==> config.mk <==
export PLATFORM = sky130hd
export DESIGN_NAME = bcd_updown_counter_2d
export DESIGN_NICKNAME = d
export VERILOG_FILES = /design/src/rtl/bcd_updown_counter_2d_pkg.sv /design/src/rtl/btn_debounce.sv /design/src/rtl/bcd_updown_counter_2d.sv
export SDC_FILE = /design/constraint.sdc
export NUM_CORES = 1
export LEC_CHECK = 0
export ABC_CLOCK_PERIOD_IN_PS = 3900
export CORE_MARGIN = 4
export CORE_UTILIZATION = 35
export CTS_CLUSTER_DIAMETER = 30
export DETAILED_ROUTE_END_ITERATION = 12
export MAX_ROUTING_LAYER = met4
export SKIP_CTS_REPAIR_TIMING = 1
export SLEW_MARGIN = 20
export SYNTH_ARGS = -nofsm -noshare
export SYNTH_HDL_FRONTEND = slang
export SYNTH_SLANG_ARGS = --single-unit
==> constraint.sdc <==
create_clock -name clk -period 3.9 [get_ports clk]
set_clock_uncertainty 0.15 [all_clocks]
set_input_delay 0.78 -clock clk [delete_from_list [all_inputs] [get_ports clk]]
set_output_delay 0.78 -clock clk [all_outputs]
set_load 0.005 [all_outputs]
==> src/rtl/bcd_updown_counter_2d_pkg.sv <==
// Shared BCD digit definitions, counter payload type and button-command decode
// for the two-digit up/down counter.
package bcd_updown_counter_2d_pkg;

    localparam int unsigned BCD_W = 4;
    localparam logic [BCD_W-1:0] DIG_MAX = 4'd9;
    localparam logic [BCD_W-1:0] DIG_MIN = 4'd0;

    typedef struct packed {
        logic [BCD_W-1:0] tens;
        logic [BCD_W-1:0] units;
    } bcd2_t;

    typedef enum logic [1:0] {
        OP_HOLD = 2'd0,
        OP_CLR  = 2'd1,
        OP_UP   = 2'd2,
        OP_DN   = 2'd3
    } op_e;

    // Clear wins over everything; up and down together cancel out.
    function automatic op_e decode_op(input logic clr, input logic up, input logic dn);
        op_e op;
        op = OP_HOLD;
        if (clr)            op = OP_CLR;
        else if (up && dn)  op = OP_HOLD;
        else if (up)        op = OP_UP;
        else if (dn)        op = OP_DN;
        return op;
    endfunction

endpackage

==> src/rtl/btn_debounce.sv <==
// Two-flop synchroniser plus counter debounce for one raw push-button; emits a
// single-cycle press pulse on each accepted 0->1 transition.
module btn_debounce #(
    parameter int unsigned DEB_CYCLES = 250000
) (
    input  logic clk,
    input  logic rst,
    input  logic btn_i,
    output logic press_c_o
);

    localparam int unsigned CNT_W = (DEB_CYCLES > 1) ? $clog2(DEB_CYCLES) : 1;

    logic             s1_q;
    logic             s2_q;
    logic             stable_q;
    logic             stable_d;
    logic             stable_dly_q;
    logic [CNT_W-1:0] cnt_q;
    logic [CNT_W-1:0] cnt_d;

    // Any sample agreeing with the stable level restarts the count.
    always_comb begin
        stable_d = stable_q;
        cnt_d    = '0;
        if (s2_q != stable_q) begin
            if (cnt_q == CNT_W'(DEB_CYCLES - 1)) stable_d = s2_q;
            else                                 cnt_d    = cnt_q + CNT_W'(1);
        end
    end

    always_ff @(posedge clk or negedge rst) begin
        if (!rst) begin
            s1_q         <= 1'b0;
            s2_q         <= 1'b0;
            stable_q     <= 1'b0;
            stable_dly_q <= 1'b0;
            cnt_q        <= '0;
        end else begin
            s1_q         <= btn_i;
            s2_q         <= s1_q;
            stable_q     <= stable_d;
            stable_dly_q <= stable_q;
            cnt_q        <= cnt_d;
        end
    end

    assign press_c_o = stable_q & ~stable_dly_q;

endmodule

==> src/rtl/bcd_updown_counter_2d.sv <==
// Two-digit BCD up/down counter fed by debounced push-buttons, with one-cycle
// wrap/borrow pulses at the MAX_VAL/0 boundaries.
module bcd_updown_counter_2d
    import bcd_updown_counter_2d_pkg::*;
#(
    parameter int unsigned DEB_CYCLES = 250000,
    parameter int unsigned MAX_VAL    = 99
) (
    input  logic             clk,
    input  logic             rst,
    input  logic             btn_up,
    input  logic             btn_dn,
    input  logic             btn_clr,
    output logic [BCD_W-1:0] bcd1,
    output logic [BCD_W-1:0] bcd0,
    output logic             wrap,
    output logic             borrow
);

    localparam logic [BCD_W-1:0] MAX_TENS  = BCD_W'(MAX_VAL / 10);
    localparam logic [BCD_W-1:0] MAX_UNITS = BCD_W'(MAX_VAL % 10);

    logic  up_press_c;
    logic  dn_press_c;
    logic  clr_press_c;
    op_e   op_c;
    bcd2_t value_q;
    bcd2_t value_d;
    logic  wrap_q;
    logic  wrap_d;
    logic  borrow_q;
    logic  borrow_d;

    btn_debounce #(.DEB_CYCLES(DEB_CYCLES)) u_deb_up (
        .clk(clk), .rst(rst), .btn_i(btn_up), .press_c_o(up_press_c)
    );
    btn_debounce #(.DEB_CYCLES(DEB_CYCLES)) u_deb_dn (
        .clk(clk), .rst(rst), .btn_i(btn_dn), .press_c_o(dn_press_c)
    );
    btn_debounce #(.DEB_CYCLES(DEB_CYCLES)) u_deb_clr (
        .clk(clk), .rst(rst), .btn_i(btn_clr), .press_c_o(clr_press_c)
    );

    assign op_c = decode_op(clr_press_c, up_press_c, dn_press_c);

    // Digit-wise BCD step; the terminal values are compared per digit.
    always_comb begin
        value_d  = value_q;
        wrap_d   = 1'b0;
        borrow_d = 1'b0;
        case (op_c)
            OP_CLR: value_d = '0;
            OP_UP: begin
                if (value_q.tens == MAX_TENS && value_q.units == MAX_UNITS) begin
                    value_d = '0;
                    wrap_d  = 1'b1;
                end else if (value_q.units == DIG_MAX) begin
                    value_d.units = DIG_MIN;
                    value_d.tens  = value_q.tens + BCD_W'(1);
                end else begin
                    value_d.units = value_q.units + BCD_W'(1);
                end
            end
            OP_DN: begin
                if (value_q.tens == DIG_MIN && value_q.units == DIG_MIN) begin
                    value_d.tens  = MAX_TENS;
                    value_d.units = MAX_UNITS;
                    borrow_d      = 1'b1;
                end else if (value_q.units == DIG_MIN) begin
                    value_d.units = DIG_MAX;
                    value_d.tens  = value_q.tens - BCD_W'(1);
                end else begin
                    value_d.units = value_q.units - BCD_W'(1);
                end
            end
            default: value_d = value_q;
        endcase
    end

    always_ff @(posedge clk or negedge rst) begin
        if (!rst) begin
            value_q  <= '0;
            wrap_q   <= 1'b0;
            borrow_q <= 1'b0;
        end else begin
            value_q  <= value_d;
            wrap_q   <= wrap_d;
            borrow_q <= borrow_d;
        end
    end

    assign bcd1   = value_q.tens;
    assign bcd0   = value_q.units;
    assign wrap   = wrap_q;
    assign borrow = borrow_q;

endmodule

* Word level (Yosys, flattened, before mapping)
Cells that the tools add are included.
Storage, ports and cells: output and inout bits 10, input bits 5, word-level logic and storage cells 76, bits in registers 76
Cells by class: bitwise logic cells 6, reduce and logical (&&, ||, !) cells 10, add/sub/neg operators 7, mux-type cells 21, eq/ne operators 13
Operators with widths (count):
- 2-to-1 mux 18 bit | 6
- adder 18 x 1 -> 18 bit (second input constant) | 3
- == test 18 bit (second input constant) | 3
- one-hot mux 8 bit (3 select lines) | 1
- 2-to-1 mux 4 bit | 4
- 2-to-1 mux 8 bit | 2
- adder 4 x 1 -> 4 bit (second input constant) | 2
- == test 4 bit (second input constant) | 2
- zero test 4 bit | 2
- 2-to-1 mux 2 bit | 4
- subtractor 4 x 1 -> 4 bit (second input constant) | 2
- != test 3 bit (second input constant) | 2
- AND reduction 2 bit | 3
- == test 2 bit (second input constant) | 2
- 2-to-1 mux 1 bit | 4
- bitwise AND 1 bit | 3
- logical AND 1 bit | 3
- != test 1 bit | 3
- inverter 1 bit | 3
- AND reduction 3 bit | 1
- nonzero test 3 bit | 1
- == test 2 x 1 -> 1 bit (second input constant) | 1

* Longest topological paths before layout
Gate-level depths: netlist (run 1).
word-level depth 9, gate-level depth with buffers 8, mapped depth without buffers 7

* Hierarchy
A second synthesis (run 1) with hierarchy kept.
Second synthesis, totals: cells, all modules 390, area, all modules 4022.6 sq um
Modules (own cells, without submodules):
- btn_debounce at u_deb_dn ... | instances 2, seq. area each 550.5 sq um, cells an instance 100, area an instance 1061.0 sq um
- btn_debounce at u_deb_clr | instances 1, seq. area each 550.5 sq um, cells an instance 99, area an instance 1076.0 sq um
- bcd_updown_counter_2d | instances 1, seq. area each 250.2 sq um, cells an instance 91, area an instance 824.5 sq um

* Worst setup path after synthesis (run 1)
Ideal clock, no wire load.
kind reg-to-reg, start register u_deb_dn.stable_q, end register value_q (netlist bit bcd1[3]), arrival time 1.849 ns, buffers on the path 1, setup time 0.082 ns, period minus slack after synthesis 2.082 ns, slack 1.818 ns, stages on the path, launching flop included 7, cells stage by stage dfrtp_1 > nor2b_1 > ha_1 > clkbuf_1 > or3_1 > o32a_1 > o22ai_1
On the way: word-level cells in the longest chain between the ends 8, elaborated cells between the ends (all ways) 14, classes of those cells eq/ne: 5; mux: 5; bitwise: 1; reduce/logical: 3
RTL lines:
- start: declaration | RTL line btn_debounce.sv:16 | logic stable_q;
- start signal: assignment | RTL line btn_debounce.sv:42 | stable_q <= stable_d;
- bitwise AND 1 bit (*) | RTL line btn_debounce.sv:48 | assign press_c_o = stable_q & ~stable_dly_q;
- 2-to-1 mux 2 bit | RTL line bcd_updown_counter_2d_pkg.sv:28 | else if (dn) op = OP_DN;
- 2-to-1 mux 2 bit | RTL line bcd_updown_counter_2d_pkg.sv:27 | else if (up) op = OP_UP;
- 2-to-1 mux 2 bit (*) | RTL line bcd_updown_counter_2d_pkg.sv:26 | else if (up && dn) op = OP_HOLD;
- 2-to-1 mux 2 bit (*) | RTL line bcd_updown_counter_2d_pkg.sv:25 | if (clr) op = OP_CLR;
- == test 2 bit / == test 2 x 1 -> 1 bit (equally long branches) | RTL line bcd_updown_counter_2d.sv:51 | case (op_c)
- != test 3 bit (no line) / nonzero test 3 bit (equally long branches)
- AND reduction 3 bit (no line)
- end signal: assignment | RTL line bcd_updown_counter_2d.sv:86 | value_q <= value_d;
- end: declaration | RTL line bcd_updown_counter_2d.sv:27 | bcd2_t value_q;
Every way passes the cells marked *; elsewhere a longest branch is shown, timed or not. A chain may end at the register's enable or synchronous reset.

* Final worst setup path (run 1)
start register value_q (netlist bit bcd0[0]), end output port bcd0[0]
RTL lines:
- end: declaration | RTL line bcd_updown_counter_2d.sv:15 | output logic [BCD_W-1:0] bcd0,
No word-level cell between the ends.

==> results of run 1 <==
==> area by class of cell <==
cell class,count,share of cell area
Clock buffer,9,0.0292
Tap cell,136,0.0401
Clock inverter,7,0.0121
Sequential cell,76,0.448
Timing Repair Buffer,14,0.0324
Inverter,14,0.0124
Multi-Input combinational cell,278,0.426
==> sequential cells by signal (all words and copies together) (netlist names), 4 cells and up <==
name and cells:
bcd1 4, u_deb_clr.cnt_q 18, bcd0 4, u_deb_dn.cnt_q 18, u_deb_up.cnt_q 18
==> routing by layer <==
metal	routed length (µm)	GRT usage	vias to the layer above
li1	-	-	1325
met1	3250	0.151	1308
met2	3070	0.189	39
met3	266	0.0321	10
met4	96	0.0441	0
met5	0	-	-
==> power groups by stage <==
stage	sequential, µW	combinational [µW]	clock, µW
after floorplan	819	23.3	0
after global placement	820	43.0	0
after detailed placement	821	43.7	0
after CTS	805	43.9	574
after global routing	806	49.9	605
final	805	41.4	547
==> synthesized netlist by cell type, types with 5 or more instances <==
| master | instances |
|---|---|
| nand4_1 | 5 |
| buf_4 | 5 |
| inv_1 | 14 |
| nor2_1 | 70 |
| o21ai_0 | 6 |
| xnor2_1 | 34 |
| nor4b_1 | 5 |
| ha_1 | 7 |
| nand3_1 | 19 |
| xor2_1 | 16 |
| nor4_1 | 11 |
| and3_1 | 7 |
| nor2b_1 | 7 |
| nand2b_1 | 8 |
| dfrtp_1 | 76 |
| nand2_1 | 20 |
==> final timing paths <==
path | end | slack (ps) | cells after the start
min in group asynchronous | wrap$_DFF_PN0_ | 390 | 1
max in group asynchronous | u_deb_up.cnt_q[11]$_DFF_PN0_ | 2560 | 1
hold / removal | u_deb_up.s2_q$_DFF_PN0_ | 220 | 0
hold reg to reg | u_deb_up.s2_q$_DFF_PN0_ | 220 | 0
setup / recovery | bcd0[0] | 1470 | 1
setup reg to reg | bcd1[2]$_DFFE_PN0P_ | 1640 | 6
==> per-stage QoR <==
stage | util | setup WS, ps
4_1_cts | 0.404 | 1440
6_report | 0.404 | 1470
3_3_place_gp | 0.388 | 1670
5_1_grt | 0.404 | 1370
2_1_floorplan | - | 1820
3_5_place_dp | 0.388 | 1670
==> cells by family (layout without fill, tap and decap cells) <==
logic type	after synthesis	count (layout)	share of synthesized area
and+or+nand+nor	186	186	0.266
xor gates and xnor gates	50	50	0.114
AOI/OAI and AO/OA	30	30	0.0544
adders and majority gates	7	7	0.0228
buffers and inverters	27	44	0.0342
muxes	5	5	0.0143
DFF	76	76	0.495
==> impl_metrics.json, run 1 <==
{
  "p_switching_uw": 350,
  "grt_use_total": 0.121,
  "clk_pin_slew_ps": 80,
  "clock.fmax_mhz": 411,
  "cp.arrival_ps": 1500,
  "hpwl_um": 4460,
  "tritoncts": "done",
  "antenna_found_initial": 0,
  "initial_utilization": 0.366,
  "critPathLaunch": "bcd0[0]$_DFFE_PN0P_",
  "period_needed_ps": 2430,
  "wl_um": 6680,
  "rsz0062_at_grt": "false",
  "ys_types": 58,
  "max_stage_delay_ps": 580,
  "clk_latency_ps": 360,
  "period_share": 0.624,
  "yosys-top-cells-area": "dfrtp_1 49%, xnor2_1 7.7%, nor2_1 6.8%, xor2_1 3.6%, nand3_1 2.5%",
  "seqCellArea_mm2": 0.00190,
  "place_inst": 518,
  "ios": 15,
  "syn_to_final_growth_pct": 10.5,
  "worst_pin_slew_ps": 954,
  "grt_pass1_wl_um": 12400,
  "power_uw": 1390,
  "fin_tns_setup_ps": 0,
  "fp.dieArea_mm2": 0.0127,
  "seqPwrFrac": 0.578,
  "min-delay-start": "u_deb_up.s1_q$_DFF_PN0_",
  "die_x_um": 113,
  "port_buffers": 14,
  "crit_slowest_cell": "clkdlybuf4s50_1",
  "power_frac_comb": 0.030,
  "synth-seq-cells": 76,
  "finalHoldViolCount": 0,
  "syn_area_mm2": 0.00384,
  "fillerInstances": 998,
  "setup_viol": 0,
  "status": "finished clean",
  "fin_cells": 534,
  "ctsRootBufferMaster": "clkbuf_8",
  "drc": 0,
  "worst-path-max-fanout": 13,
  "syn_nets": 393,
  "syn_avg_cell_area_um2": 10.1,
  "pwr-share-clk": 0.393,
  "dominantRegCellSynth": "dfrtp_1",
  "maxCapViolations": 0,
  "synth_largest_area_cell": "dfrtp_1",
  "timing.rr.start": "u_deb_dn.stable_q$_DFFE_PN0P_",
  "synth_edf_count": 0,
  "cts_buffers": 9,
  "via_per_inst": 5.02,
  "dr.pass1.iters": 4,
  "critPathKind": "flop to output pin",
  "n_antenna_cell": 0,
  "grt_max_degree": 77,
  "grt_pass1_vias": 2737,
  "ir_worst_vdd_v": 0.000169,
  "ant_nets": 0,
  "drv_slew": 0,
  "htreeDepth": 3,
  "synth_warnings": 0,
  "power_density_mw_per_mm2": 328,
  "cts_max_path_buffers": 2,
  "whs_ps": 217,
  "p_leak_uw": 0.00172,
  "ys_seq_area_frac": 0.495,
  "multi_input_area_mm2": 0.00181,
  "placed_cell_area_mm2": 0.00407,
  "placeableCoreArea_mm2": 0.0105,
  "intPower_uw": 1040,
  "synth-async-reset-ratio": 1.00,
  "cp.required_ps": 2970,
  "vias": 2682,
  "wl_per_cell_um": 12.5,
  "drive_gt1_frac": 0.0905,
  "die_h_um": 113,
  "num_rows": 37,
  "final_cell_mix": "76 x dfrtp_1, 70 x nor2_1, 34 x xnor2_1, 20 x nand2_1, 19 x nand3_1",
  "worstSetupStartpointType": "flop",
  "cp.buffers_inverters": 1,
  "crit_path_end_kind": "output pin",
  "gp_congestion": 0.769,
  "gr-total-overflow": 0,
  "synthCells": 381,
  "path_cells": "clkdlybuf4s50_1",
  "clkSinkCount": 76,
  "slew_headroom": 0.364,
  "switching_share": 0.251,
  "mostFrequentLayoutCell": "dfrtp_1",
  "cp_top_family": "buffers and inverters",
  "final_nets": 405,
  "drt_iter0_drc": 139,
  "final_cell_area_mm2": 0.00425,
  "yosys.area.top_type_share": 0.495,
  "hp-class": "flop to flop"
}
(Power assumes the default switching activity.)
==> run 2, diff against run 1 <==
Settings changed: ABC_CLOCK_PERIOD_IN_PS 3900 to 2300.
Clock period 3.9 ns to 2.3 ns, I/O delays scaled along.
==> run 2 against run 1 <==
  * First-iteration DRC count rose by 7.2%
  * Sequential power rose by 69%
  * Critical endpoint is now bcd1[3]$_DFFE_PN0P_
  * Highest routed layer unchanged
  * Die area is the same
==> impl_metrics.json, run 2 (synthesis gave the netlist of run 1 again) <==
{
  "status": "finished clean",
  "clock.fmax_mhz": 460,
  "ant_nets": 0,
  "wl_um": 6690,
  "cp.required_ps": 2420,
  "syn_to_final_growth_pct": 13.3,
  "initial_utilization": 0.366,
  "n_antenna_cell": 0,
  "placed_cell_area_mm2": 0.00413,
  "worstSetupStartpointType": "flop",
  "vias": 2631,
  "regToRegSetupSlack_ps": 130,
  "num_rows": 37,
  "power_frac_comb": 0.032,
  "min-delay-start": "u_deb_dn.s1_q$_DFF_PN0_",
  "ff2ff_path_depth": 5,
  "tritoncts": "done",
  "clk_latency_ps": 350,
  "p_switching_uw": 580,
  "grt_max_degree": 49,
  "gr-total-overflow": 0,
  "maxCapViolations": 0,
  "grt_use_total": 0.122,
  "die_h_um": 113,
  "grt_pass1_wl_um": 12600,
  "slew_headroom": 0.625,
  "fp.dieArea_mm2": 0.0127,
  "dr.pass1.iters": 4,
  "fin_tns_setup_ps": 0,
  "power_uw": 2500,
  "pwr-share-clk": 0.422,
  "r2r-end": "bcd1[3]$_DFFE_PN0P_",
  "port_buffers": 14,
  "finalHoldViolCount": 0,
  "final_nets": 412,
  "drv_slew": 0,
  "p_leak_uw": 0.00177,
  "met2_wirelength_um": 3050,
  "ios": 15,
  "cts_max_path_buffers": 2,
  "rsz0062_at_grt": "false",
  "wl_per_cell_um": 12.4,
  "gp_congestion": 0.771,
  "mostFrequentLayoutCell": "dfrtp_1",
  "ctsRootBufferMaster": "clkbuf_8",
  "worst-path-max-fanout": 10,
  "critPathKind": "flop to flop",
  "hp-class": "flop to flop",
  "holdPathStages": 0,
  "min_to": "u_deb_dn.s2_q$_DFF_PN0_",
  "wirelength_met1_um": 3370,
  "cp.arrival_ps": 2290,
  "die_x_um": 113,
  "htreeDepth": 3,
  "antenna_found_initial": 0,
  "final_cell_mix": "76 x dfrtp_1, 69 x nor2_1, 34 x xnor2_1, 20 x nand2_1, 19 x nand3_1",
  "drc": 0,
  "switching_share": 0.232,
  "drive_gt1_frac": 0.109,
  "top_regs": "u_deb_clr.cnt_q: 18 flops, u_deb_dn.cnt_q: 18 flops, u_deb_up.cnt_q: 18 flops",
  "drt_iter0_drc": 149,
  "intPower_uw": 1920,
  "power_density_mw_per_mm2": 574,
  "period_share": 0.945,
  "hpwl_um": 4580,
  "layout_setup_ws_ps": 127,
  "cts_buffers": 9,
  "grt_pass1_vias": 2673,
  "setup_viol": 0,
  "worst_pin_slew_ps": 557,
  "clkSinkCount": 76,
  "path_cells": "nor2b_1, ha_1, or3_1, o32a_1, o22ai_1",
  "crit_slowest_cell": "or3_1",
  "whs_ps": 232,
  "ir_worst_vdd_v": 0.000239,
  "timing.rr.start": "u_deb_dn.stable_q$_DFFE_PN0P_",
  "max_stage_delay_ps": 470,
  "placeableCoreArea_mm2": 0.0105,
  "seqPwrFrac": 0.546,
  "place_ws_ps": 171,
  "clk_pin_slew_ps": 80,
  "final_cell_area_mm2": 0.00435,
  "routed.top_layer": "met4",
  "via_per_inst": 4.86,
  "crit_path_end_kind": "flop",
  "wl_met3_um": 194,
  "period_needed_ps": 2170
}
==> run 2: changes by cell type in the layout (fill, tap and decap cells not counted) <==
| cell | before | now |
|---|---|---|
| buf_4 | 1 | 6 |
| clkinv_2 | 2 | 0 |
| buf_12 | 0 | 1 |
| bufinv_16 | 0 | 1 |
| clkbuf_8 | 9 | 10 |
| clkinv_4 | 1 | 2 |
| dlygate4sd3_1 | 0 | 1 |
| inv_6 | 2 | 1 |
| nor2_1 | 70 | 69 |
| nor2_2 | 2 | 3 |
| nor2b_1 | 7 | 6 |
| nor2b_2 | 0 | 1 |
==> run 2: critical path, delay by kind of cell, from the launching register on <==
kind / cells / cell delay, ps
AO/OA/AOI/OAI: 2 / 500
adder cells (fa/ha/maj): 1 / 420
flip-flops: 1 / 410
AND/OR/NAND/NOR: 2 / 620
==> run 2: layout make-up <==
| class | instances | area [µm²] |
|---|---|---|
| Fill cell | 1004 | 6150 |
| Sequential cell | 76 | 1900 |
| Multi-Input combinational cell | 278 | 1820 |
| Timing Repair Buffer | 21 | 205 |
| Tap cell | 136 | 170 |
| Clock buffer | 10 | 138 |
| Clock inverter | 6 | 71.3 |
| Inverter | 14 | 52.6 |
==> run 2: through the flow <==
stage	util	std cells
2_1_floorplan	-	381
3_3_place_gp	0.393	524
4_1_cts	0.413	540
5_1_grt	0.414	541
6_report	0.414	541
3_5_place_dp	0.393	524
==> run 2: worst max-delay path by stage <==
stage	startpoint	end	slack (ps)	depth (start not counted)
2_1_floorplan	u_deb_dn.stable_q$_DFFE_PN0P_	bcd1[3]$_DFFE_PN0P_	220	6
3_3_place_gp	u_deb_dn.stable_q$_DFFE_PN0P_	bcd1[2]$_DFFE_PN0P_	200	6
3_5_place_dp	u_deb_dn.stable_q$_DFFE_PN0P_	bcd1[3]$_DFFE_PN0P_	170	5
4_1_cts	u_deb_dn.stable_q$_DFFE_PN0P_	bcd1[2]$_DFFE_PN0P_	150	6
5_1_grt	u_deb_dn.stable_q$_DFFE_PN0P_	bcd1[3]$_DFFE_PN0P_	10	7
6_report	u_deb_dn.stable_q$_DFFE_PN0P_	bcd1[3]$_DFFE_PN0P_	130	5
==> run 2: power by group through the flow <==
| stage | logic (µW) | registers, µW | clock network [µW] |
|---|---|---|---|
| 5_1_grt | 95.2 | 1370 | 1150 |
| 6_report | 80.5 | 1360 | 1050 |
| 4_1_cts | 83.2 | 1360 | 1100 |
| 2_1_floorplan | 39.6 | 1390 | 0 |
| 3_5_place_dp | 83.3 | 1390 | 0 |
| 3_3_place_gp | 81.2 | 1390 | 0 |
==> run 2: metal layers <==
layer | up-vias | global-route usage
met3 | 5 | 0.0299
met4 | 0 | 0.0473
li1 | 1346 | -
met5 | - | -
met1 | 1248 | 0.167
met2 | 32 | 0.175
